[src/rtl/ryuki_datatypes.sv]
// Shared trace datatypes: the trace record, the source id type and the drop-counter width.
package ryuki_datatypes;

  typedef struct packed {
    logic [31:0] pc;
    logic [31:0] instr;
    logic [7:0]  tag;
  } trace_output;

  localparam int TRACE_DROP_WIDTH = 16;

  typedef logic trace_src_t;

endpackage

[src/rtl/trace_fifo.sv]
// Synchronous per-source record FIFO with a combinational head and a flush that clears it.
module trace_fifo
  import ryuki_datatypes::*;
#(
  parameter int DEPTH = 8
) (
  input  logic                     clk,
  input  logic                     rst,
  input  logic                     flush,
  input  logic                     push,
  input  logic                     pop,
  input  trace_output              wdata,
  output trace_output              rdata,
  output logic [$clog2(DEPTH):0]   level,
  output logic                     full,
  output logic                     empty
);

  localparam int AW = $clog2(DEPTH);
  localparam int LW = AW + 1;

  trace_output   mem [DEPTH];
  logic [AW-1:0] wptr, rptr;

  // Storage carries no reset; only the pointers and level define contents.
  always_ff @(posedge clk) begin
    if (rst && !flush && push) mem[wptr] <= wdata;
  end

  always_ff @(posedge clk) begin
    if (!rst || flush) begin
      wptr  <= '0;
      rptr  <= '0;
      level <= '0;
    end else begin
      if (push) wptr <= wptr + 1'b1;
      if (pop)  rptr <= rptr + 1'b1;
      case ({push, pop})
        2'b10:   level <= level + 1'b1;
        2'b01:   level <= level - 1'b1;
        default: ;
      endcase
    end
  end

  assign rdata = mem[rptr];
  assign full  = (level == LW'(DEPTH));
  assign empty = (level == '0);

endmodule

[src/rtl/trace_arbiter.sv]
// Two trace sources buffered in private FIFOs, drained round-robin to one valid/ready sink.
module trace_arbiter
  import ryuki_datatypes::*;
#(
  parameter int DEPTH      = 8,
  parameter int DROP_WIDTH = TRACE_DROP_WIDTH
) (
  input  logic                  clk,
  input  logic                  rst,
  input  logic                  enable,
  input  logic                  flush,
  input  logic                  src0_ready,
  input  trace_output           src0_data,
  input  logic                  src1_ready,
  input  trace_output           src1_data,
  output logic                  out_valid,
  input  logic                  out_ready,
  output trace_output           out_data,
  output trace_src_t            out_src,
  output logic [DROP_WIDTH-1:0] drop_count0,
  output logic [DROP_WIDTH-1:0] drop_count1,
  output logic                  idle
);

  localparam int LW = $clog2(DEPTH) + 1;

  logic [1:0]            ready_in, push, pop, drop, full, empty;
  trace_output           data_in [2];
  trace_output           head    [2];
  logic [LW-1:0]         lvl     [2];
  logic [DROP_WIDTH-1:0] drop_cnt [2];

  trace_src_t rr_last;
  trace_src_t gsel;
  logic       gvld, load;

  assign ready_in   = {src1_ready, src0_ready};
  assign data_in[0] = src0_data;
  assign data_in[1] = src1_data;

  // Grant goes to the source not served last whenever both have data.
  always_comb begin
    gvld = 1'b0;
    gsel = 1'b0;
    if (!empty[0] && !empty[1]) begin
      gvld = 1'b1;
      gsel = ~rr_last;
    end else if (!empty[0]) begin
      gvld = 1'b1;
      gsel = 1'b0;
    end else if (!empty[1]) begin
      gvld = 1'b1;
      gsel = 1'b1;
    end
  end

  assign load = (!out_valid || out_ready) && !flush;

  for (genvar i = 0; i < 2; i++) begin : g_src
    assign pop[i]  = load && gvld && (gsel == 1'(i));
    // A full FIFO still accepts when its head leaves in the same cycle.
    assign push[i] = enable && ready_in[i] && !flush && (!full[i] || pop[i]);
    assign drop[i] = enable && ready_in[i] && !flush && !push[i];

    trace_fifo #(.DEPTH(DEPTH)) u_fifo (
      .clk   (clk),
      .rst   (rst),
      .flush (flush),
      .push  (push[i]),
      .pop   (pop[i]),
      .wdata (data_in[i]),
      .rdata (head[i]),
      .level (lvl[i]),
      .full  (full[i]),
      .empty (empty[i])
    );

    always_ff @(posedge clk) begin
      if (!rst)                          drop_cnt[i] <= '0;
      else if (drop[i] && ~&drop_cnt[i]) drop_cnt[i] <= drop_cnt[i] + 1'b1;
    end
  end

  // rr_last=1 after reset/flush so source 0 wins the first contested grant.
  always_ff @(posedge clk) begin
    if (!rst) begin
      out_valid <= 1'b0;
      out_data  <= '0;
      out_src   <= 1'b0;
      rr_last   <= 1'b1;
    end else if (flush) begin
      out_valid <= 1'b0;
      rr_last   <= 1'b1;
    end else if (load) begin
      out_valid <= gvld;
      if (gvld) begin
        out_data <= head[gsel];
        out_src  <= gsel;
        rr_last  <= gsel;
      end
    end
  end

  assign drop_count0 = drop_cnt[0];
  assign drop_count1 = drop_cnt[1];
  assign idle        = (lvl[0] == '0) && (lvl[1] == '0) && !out_valid;

endmodule

[config.mk]
export PLATFORM = sky130hd
export DESIGN_NAME = trace_arbiter
export DESIGN_NICKNAME = d
export VERILOG_FILES = /design/src/rtl/ryuki_datatypes.sv /design/src/rtl/trace_fifo.sv /design/src/rtl/trace_arbiter.sv
export SDC_FILE = /design/constraint.sdc
export NUM_CORES = 1
export LEC_CHECK = 0
export BUFFER_PORTS_ARGS = -buffer_cell sky130_fd_sc_hd__buf_2
export CAP_MARGIN = 20
export CORE_UTILIZATION = 61
export DETAILED_ROUTE_END_ITERATION = 12
export GPL_TIMING_DRIVEN = 0
export PLACE_DENSITY = 0.79
export SLEW_MARGIN = 5
export SYNTH_ARGS = -nofsm -noshare
export SYNTH_HDL_FRONTEND = slang
export SYNTH_SLANG_ARGS = --single-unit
[constraint.sdc]
create_clock -name clk -period 16 [get_ports clk]
set_input_delay 4.8 -clock clk [delete_from_list [all_inputs] [get_ports clk]]
set_output_delay 4.8 -clock clk [all_outputs]
set_load 0.02 [all_outputs]
Word-level counts from Yosys, hierarchy flattened
Memories as Yosys holds them, arrays and structs flattened. A register that Yosys moved wholly into a read port is not among the register bits.
Index checks and enable logic that the tools add are counted.
{ "word_totals": {"out_inout_bits": 107, "in_bits": 151, "memories": 3, "wordCells": 110, "mem_bits_rw": 1184, "reg_bits": 95} }
{ "op_classes": {"n_lt_le_gt_ge": 1, "bitwise_logic": 7, "n_reduce_logical": 44, "add_sub_neg": 10, "n_eq_ne": 6, "muxes": 27} }
{ "mem_list": {"columns": ["memory", "words", "word_bits", "rd", "rd_ports_with_merged_regs", "wr", "line", "text"], "rows": [
  ["g_src[0].u_fifo.mem", 8, 72, 1, 1, 1, "trace_fifo.sv:22", "trace_output mem [DEPTH];"],
  ["g_src[1].u_fifo.mem", 8, 72, 1, 1, 1, "trace_fifo.sv:22", null],
  ["drop_cnt", 2, 16, 2, 0, 2, "trace_arbiter.sv:31", "logic [DROP_WIDTH-1:0] drop_cnt [2];"]
]} }
{ "op_table": {"columns": ["operator", "count"], "rows": [
  ["72-bit 2-to-1 mux", 3],
  ["16-bit by 1-bit adder with 16-bit output, second input constant", 2],
  ["16-bit 2-to-1 mux", 2],
  ["16-bit AND reduction", 2],
  ["1-bit logical AND", 20],
  ["1-bit 2-to-1 mux", 16],
  ["4-bit case mux with 2 select lines", 2],
  ["3-bit by 1-bit adder with 3-bit output, second input constant", 4],
  ["3-bit 2-to-1 mux", 4],
  ["1-bit logical NOT", 11],
  ["4-bit by 1-bit adder with 4-bit output, second input constant", 2],
  ["4-bit equality test, second input constant", 2],
  ["4-bit logical NOT", 2],
  ["4-bit by 1-bit subtractor with 4-bit output, second input constant", 2],
  ["2-bit by 1-bit equality test with 1-bit output, second input constant", 2],
  ["2-bit equality test, second input constant", 2],
  ["1-bit logical OR", 4],
  ["1-bit inverter", 4],
  ["2-bit nonzero test", 2],
  ["3-bit AND reduction", 1],
  ["2-bit >= comparator, second input constant", 1],
  ["1-bit inverter with 2-bit output", 1],
  ["1-bit OR", 2],
  ["2-bit AND reduction", 1],
  ["2-bit OR reduction", 1]
]} }

Depth between registers and ports, before layout
{ "logic_depth": {"depth_word": 15, "depth_mapped": 12, "mapped_depth_nobuf": 11} }

Hierarchy
A second synthesis with hierarchy kept.
{ "hier_totals": {"hier_cells": 2247, "hier_area_um2": 49750.2} }
{ "by_module_without_submodules": {"columns": ["module", "seq_area_each_um2", "instances", "area_each_um2", "cells_each"], "rows": [
  ["trace_fifo", 17556.8, 2, 22510.3, 906],
  ["trace_arbiter", 2462.4, 1, 4729.5, 435]
]} }

Least setup slack after synthesis
OpenSTA, ideal clock, no wires.
{ "synth_timing": {"kind": "input port to flip-flop", "start": "input port flush", "end": "memory g_src[0].u_fifo.mem[1][0] in the netlist's numbering, enable pin", "setup_ns": 0.705, "path_buffers": 1, "required_time_ns": 15.295, "slack_ns": 2.051, "cell_stages": 6, "t_arrival_ns": 13.244, "path_cell_list": "clkbuf_1 > inv_1 > o211ai_1 > a21boi_1 > inv_1 > nor4b_1"} }
{ "synth_between": {"elab_chain_cells": 9, "word_cells_on_any_way": 11, "classes_between": "mux: 2; reduce/logical: 9"} }
{ "synth_lines": {"columns": ["item", "line", "text"], "rows": [
  ["start, declared", "trace_arbiter.sv:11", "input logic flush,"],
  ["1-bit logical NOT (*)", "trace_fifo.sv:27, trace_arbiter.sv:57, trace_arbiter.sv:62", null],
  ["1-bit logical AND", "trace_arbiter.sv:57", "assign load = (!out_valid || out_ready) && !flush;"],
  ["1-bit logical AND (2 in a row)", "trace_arbiter.sv:60", "assign pop[i] = load && gvld && (gsel == 1'(i));"],
  ["1-bit logical OR", "trace_arbiter.sv:62", "assign push[i] = enable && ready_in[i] && !flush && (!full[i] || pop[i]);"],
  ["1-bit logical AND", "trace_arbiter.sv:62", null],
  ["1-bit logical AND (*)", "trace_fifo.sv:27", "if (rst && !flush && push) mem[wptr] <= wdata;"],
  ["1-bit 2-to-1 mux (*)", "trace_fifo.sv:27", null],
  ["1-bit 2-to-1 mux (not written as such) (*)", "trace_fifo.sv:27", null],
  ["end, declared", "trace_fifo.sv:22", null]
]} }
Every way passes the cells marked *; elsewhere a longest branch is shown, timed or not.

Worst setup path in the final report
{ "layout_timing": {"start": "input port rst", "end": "memory g_src[1].u_fifo.mem[2][21] in the netlist's numbering, enable pin"} }
{ "layout_between": {"elab_chain_cells": 4} }
{ "layout_lines": {"columns": ["item", "line", "text"], "rows": [
  ["start, declared", "trace_arbiter.sv:9", "input logic rst,"],
  ["1-bit logical AND (2 in a row)", "trace_fifo.sv:27", null],
  ["1-bit 2-to-1 mux", "trace_fifo.sv:27", null],
  ["1-bit 2-to-1 mux (not written as such)", "trace_fifo.sv:27", null],
  ["end, declared", "trace_fifo.sv:22", null]
]} }
No other way between the ends.

==> results <==
- The run finished with clean final reports.
- The initial antenna violation count was 39.
- Clock-pin slew was measured on the worst setup and hold paths at 0.06 ns.
- The total global routing overflow is 0.
- The clock tree root buffer cell is clkbuf_16.
- For this run, the slowest stage of the critical path takes approximately 0.87 ns.
- For this run, design rule violations remaining after detail routing come to 0.
- The number of nets in the synthesized netlist is approximately 2400.
- The count of standard-cell rows is a little over 100.
- The post-detailed-placement half-perimeter wirelength is ~80000 um.
- The worst-case setup slack after placement is 7.20 ns.
- The total setup violations reported at the end of the flow is 0.
- In this run, the number of DRC markers left after iteration 0 of detailed routing was about 3300.
- The placed instances occupy a cell area of 53300 um2.
- The total vias in the final route is around 26000.
- The floorplan step set the die height to roughly 290 um.
- The clock sink count is approximately 1300.
- The horizontal die dimension is between 200 and 300 um.
- Entering global routing, the biggest net connects 46 pins.
- The number of clock buffers added by TritonCTS is 120.
- In the synthesized netlist, the number of instances is about 2300.
- The starting density of the core is between 60% and 70%.
- The overall routed net length is around 120000 um.
- The worst path needs around 8.2 ns of the cycle, external delays included.
- The type of the tightest min-delay check is reg2reg.
- The worst setup slack after layout is about 8 ns.
- The part of the Yosys area used for sequential elements is ~76%.
- The number of pins exceeding their max-slew limit in the final report is 0.
- STA puts the critical path data required time at about 16 ns.
- The nature of the critical path startpoint is a primary input.
- The die covers 82000 um2.
- The yosys synthesis warning count is 0.
- The cell area that synthesis handed to floorplanning was 49300 um2.
- The signal on the critical path passes through clkbuf_1, nor2b_1, clkbuf_1, o2111ai_1, nor3_2, buf_4, buf_8, buf_6, buf_8, buf_6.
- The synthesized netlist contains 52 unique library cells.
- At the worst endpoint, the arrival time is between 8 and 9 ns.
- Once the clock tree was built, the setup fixing pass inserted 0 buffers.
- The count of nets left with antenna violations after detail routing is 0.
- The placeable core area is between 70000 and 80000 um2.
- The worst voltage drop across the vdd grid is roughly 0.11 mV.
- The area growth from synthesis to layout is 16.8%.
- By area the synthesized netlist is led by edfxtp_1, mux4_2, dfxtp_1, mux2i_1, o221ai_2.
- The clock arrives with between 0.03 and 0.04 ns of skew.
- The max-cap violation count is 0.
- Among all flip-flop cells after synthesis, the most frequent one is edfxtp_1.
- In the layout the commonest cells are edfxtp_1, mux4_2, buf_2, mux2i_1, clkbuf_16.
- The via count of the first global-routing pass is 26000.
- After synthesis, the share of flip-flops with an asynchronous set or reset is 0%.
- STA classifies the critical path endpoint as a register.
- Setup repair after global routing left no endpoint under its margin.
- The number of nets in the layout is approximately 2900.
- The routed length per placed instance is a little over 30 um.
- The count of endpoints failing hold in the final timing report is 0.
- The H-tree depth is 3.
- The worst-case clock buffer depth is 3.
- The layout cell share with drive strength beyond 1 is between 30% and 40%.
- The first global-routing pass estimated around 180000 um of wire.
- The biggest area contributor in the post-synthesis netlist is edfxtp_1.
- For this run, the top clock speed supported by timing is around 120 MHz.
- The final clock period utilization by the worst path is 51.3%.
- On the critical path, the stage with the largest delay is an instance of nor3_2.
- The detailed-routing iteration count for the pre-antenna-repair pass is 5.
- Dividing total power by cell area gives a power density of about 120 nW/um2.
- 258 I/O pins were placed.
- At the pin with the least slew margin, the transition time is about 1.3 ns.
- The area share of the largest cell type after synthesis is around 72%.
- The average size of a mapped cell is around 22 um2.
- At the later pin of the worst-skew pair, clock insertion delay measures approximately 0.70 ns.
- The critical path class is in2reg.
- The via-per-instance ratio is ~6.6.
- The count of buffers inserted at the top-level ports is between 200 and 300.
- The library cell used most frequently in the layout, excluding fill and tap cells, is edfxtp_1.
- The final design instance area without fill is 57600 um2.
- The CTS tree is built.
- In this run, synthesis inferred 1184 flip-flops with an integrated enable.
- The worst slew margin relative to its limit is 14.6%.
- Along the worst path, the maximum fanout reaches 10.
- The static leakage power is 18.3 nW.
- Final hold analysis gives a worst-case slack of 0.503 ns.
- The number of hold buffers added after CTS was 0.
- The global-route total usage across every layer is between 20% and 30%.
- The final core utilization is 72.4%.
- The global placer's final weighted congestion is 0.877.
- Counting flops and latches in the post-synthesis netlist gives ~1300.
- The quantity of gates resized following cts is 0.
[stage by stage]
stage / power [mW] / TNS, ns / std cells
6_report: 6.83 / 0 / 3963
5_1_grt: 6.98 / 0 / 3953
4_1_cts: 6.84 / 0 / 3935
3_5_place_dp: 3.89 / 0 / 3705
3_3_place_gp: 3.88 / -2337.46 / 3581
2_1_floorplan: 3.81 / 0 / 2276
[kinds of logic after synthesis]
logic type,after synthesis,share of synthesized area (%)
flip-flops,1285,76.2
multiplexers,444,16.3
AND/OR/NAND/NOR,243,2.58
buffers and inverters,144,1.26
AO/OA/AOI/OAI,121,2.84
XOR/XNOR,27,0.480
adder cells (fa/ha/maj),12,0.320
[Yosys cell counts (10+ instances only)]
cell type and n:
nor4_1 10, inv_1 17, o221ai_2 70, nor3_1 21
xnor2_1 15, mux2i_1 155, buf_1 13, mux4_2 288
buf_2 22, nor2_1 30, dfxtp_1 101, a21oi_1 15
o21ai_0 11, nand2_1 33, xor2_1 12, nand3_1 88
edfxtp_1 1184, ha_1 11, clkbuf_1 85
[layout make-up]
cell class	instances	area [um2]
sequential	1285	37600
inverter	17	63.8
fill	4268	21900
buffer	127	557
multi-input combinational	847	11200
clock inverter	54	736
tap	1050	1310
antenna	27	67.6
clock buffer	176	3470
timing repair buffer	380	2560
[registers in the layout, indices dropped and copies added, names as in the netlist, named ones only]
register,count
g_src.u_fifo.mem,1152
out_data,72
drop_cnt,32
g_src.u_fifo.level,8
g_src.u_fifo.rptr,6
g_src.u_fifo.wptr,6
out_src,1
out_valid,1
rr_last,1
[path summary, 6_finish.rpt]
kind                                end  slack, ns                     start  depth (start not counted)
max reg2reg  g_src[1].u_fifo.mem[2][21]      11.30  g_src[0].u_fifo.level[1]                         11
min reg2reg     g_src[0].u_fifo.rptr[2]       0.50   g_src[0].u_fifo.rptr[2]                          2
min             g_src[0].u_fifo.rptr[2]       0.50   g_src[0].u_fifo.rptr[2]                          2
max          g_src[1].u_fifo.mem[2][21]       7.79                       rst                         10
[per-layer routing]
metal / routed length [um] / global-route usage (%) / part of all wire (%)
met1: 44500 / 40.2 / 36
met2: 60500 / 48.2 / 49
met3: 12800 / 6.88 / 10
met4: 4760 / 11.7 / 3.9
met5: 168 / 0 / 0.14
[where the power goes]
part	leakage, nW	internal (mW)	switching, mW
logic	4.71	0.0434	0.0974
registers	11.5	3.68	0.0107
clock network	2.07	1.78	1.22
[worst max-delay path: cells and delay by family]
| kind | cells | cell delay [ns] |
|---|---|---|
| buffers and inverters | 7 | 2.00 |
| AND/OR/NAND/NOR | 2 | 1.24 |
| AO/OA/AOI/OAI | 1 | 0.52 |
Note: power is estimated with default switching activity, not from simulation.
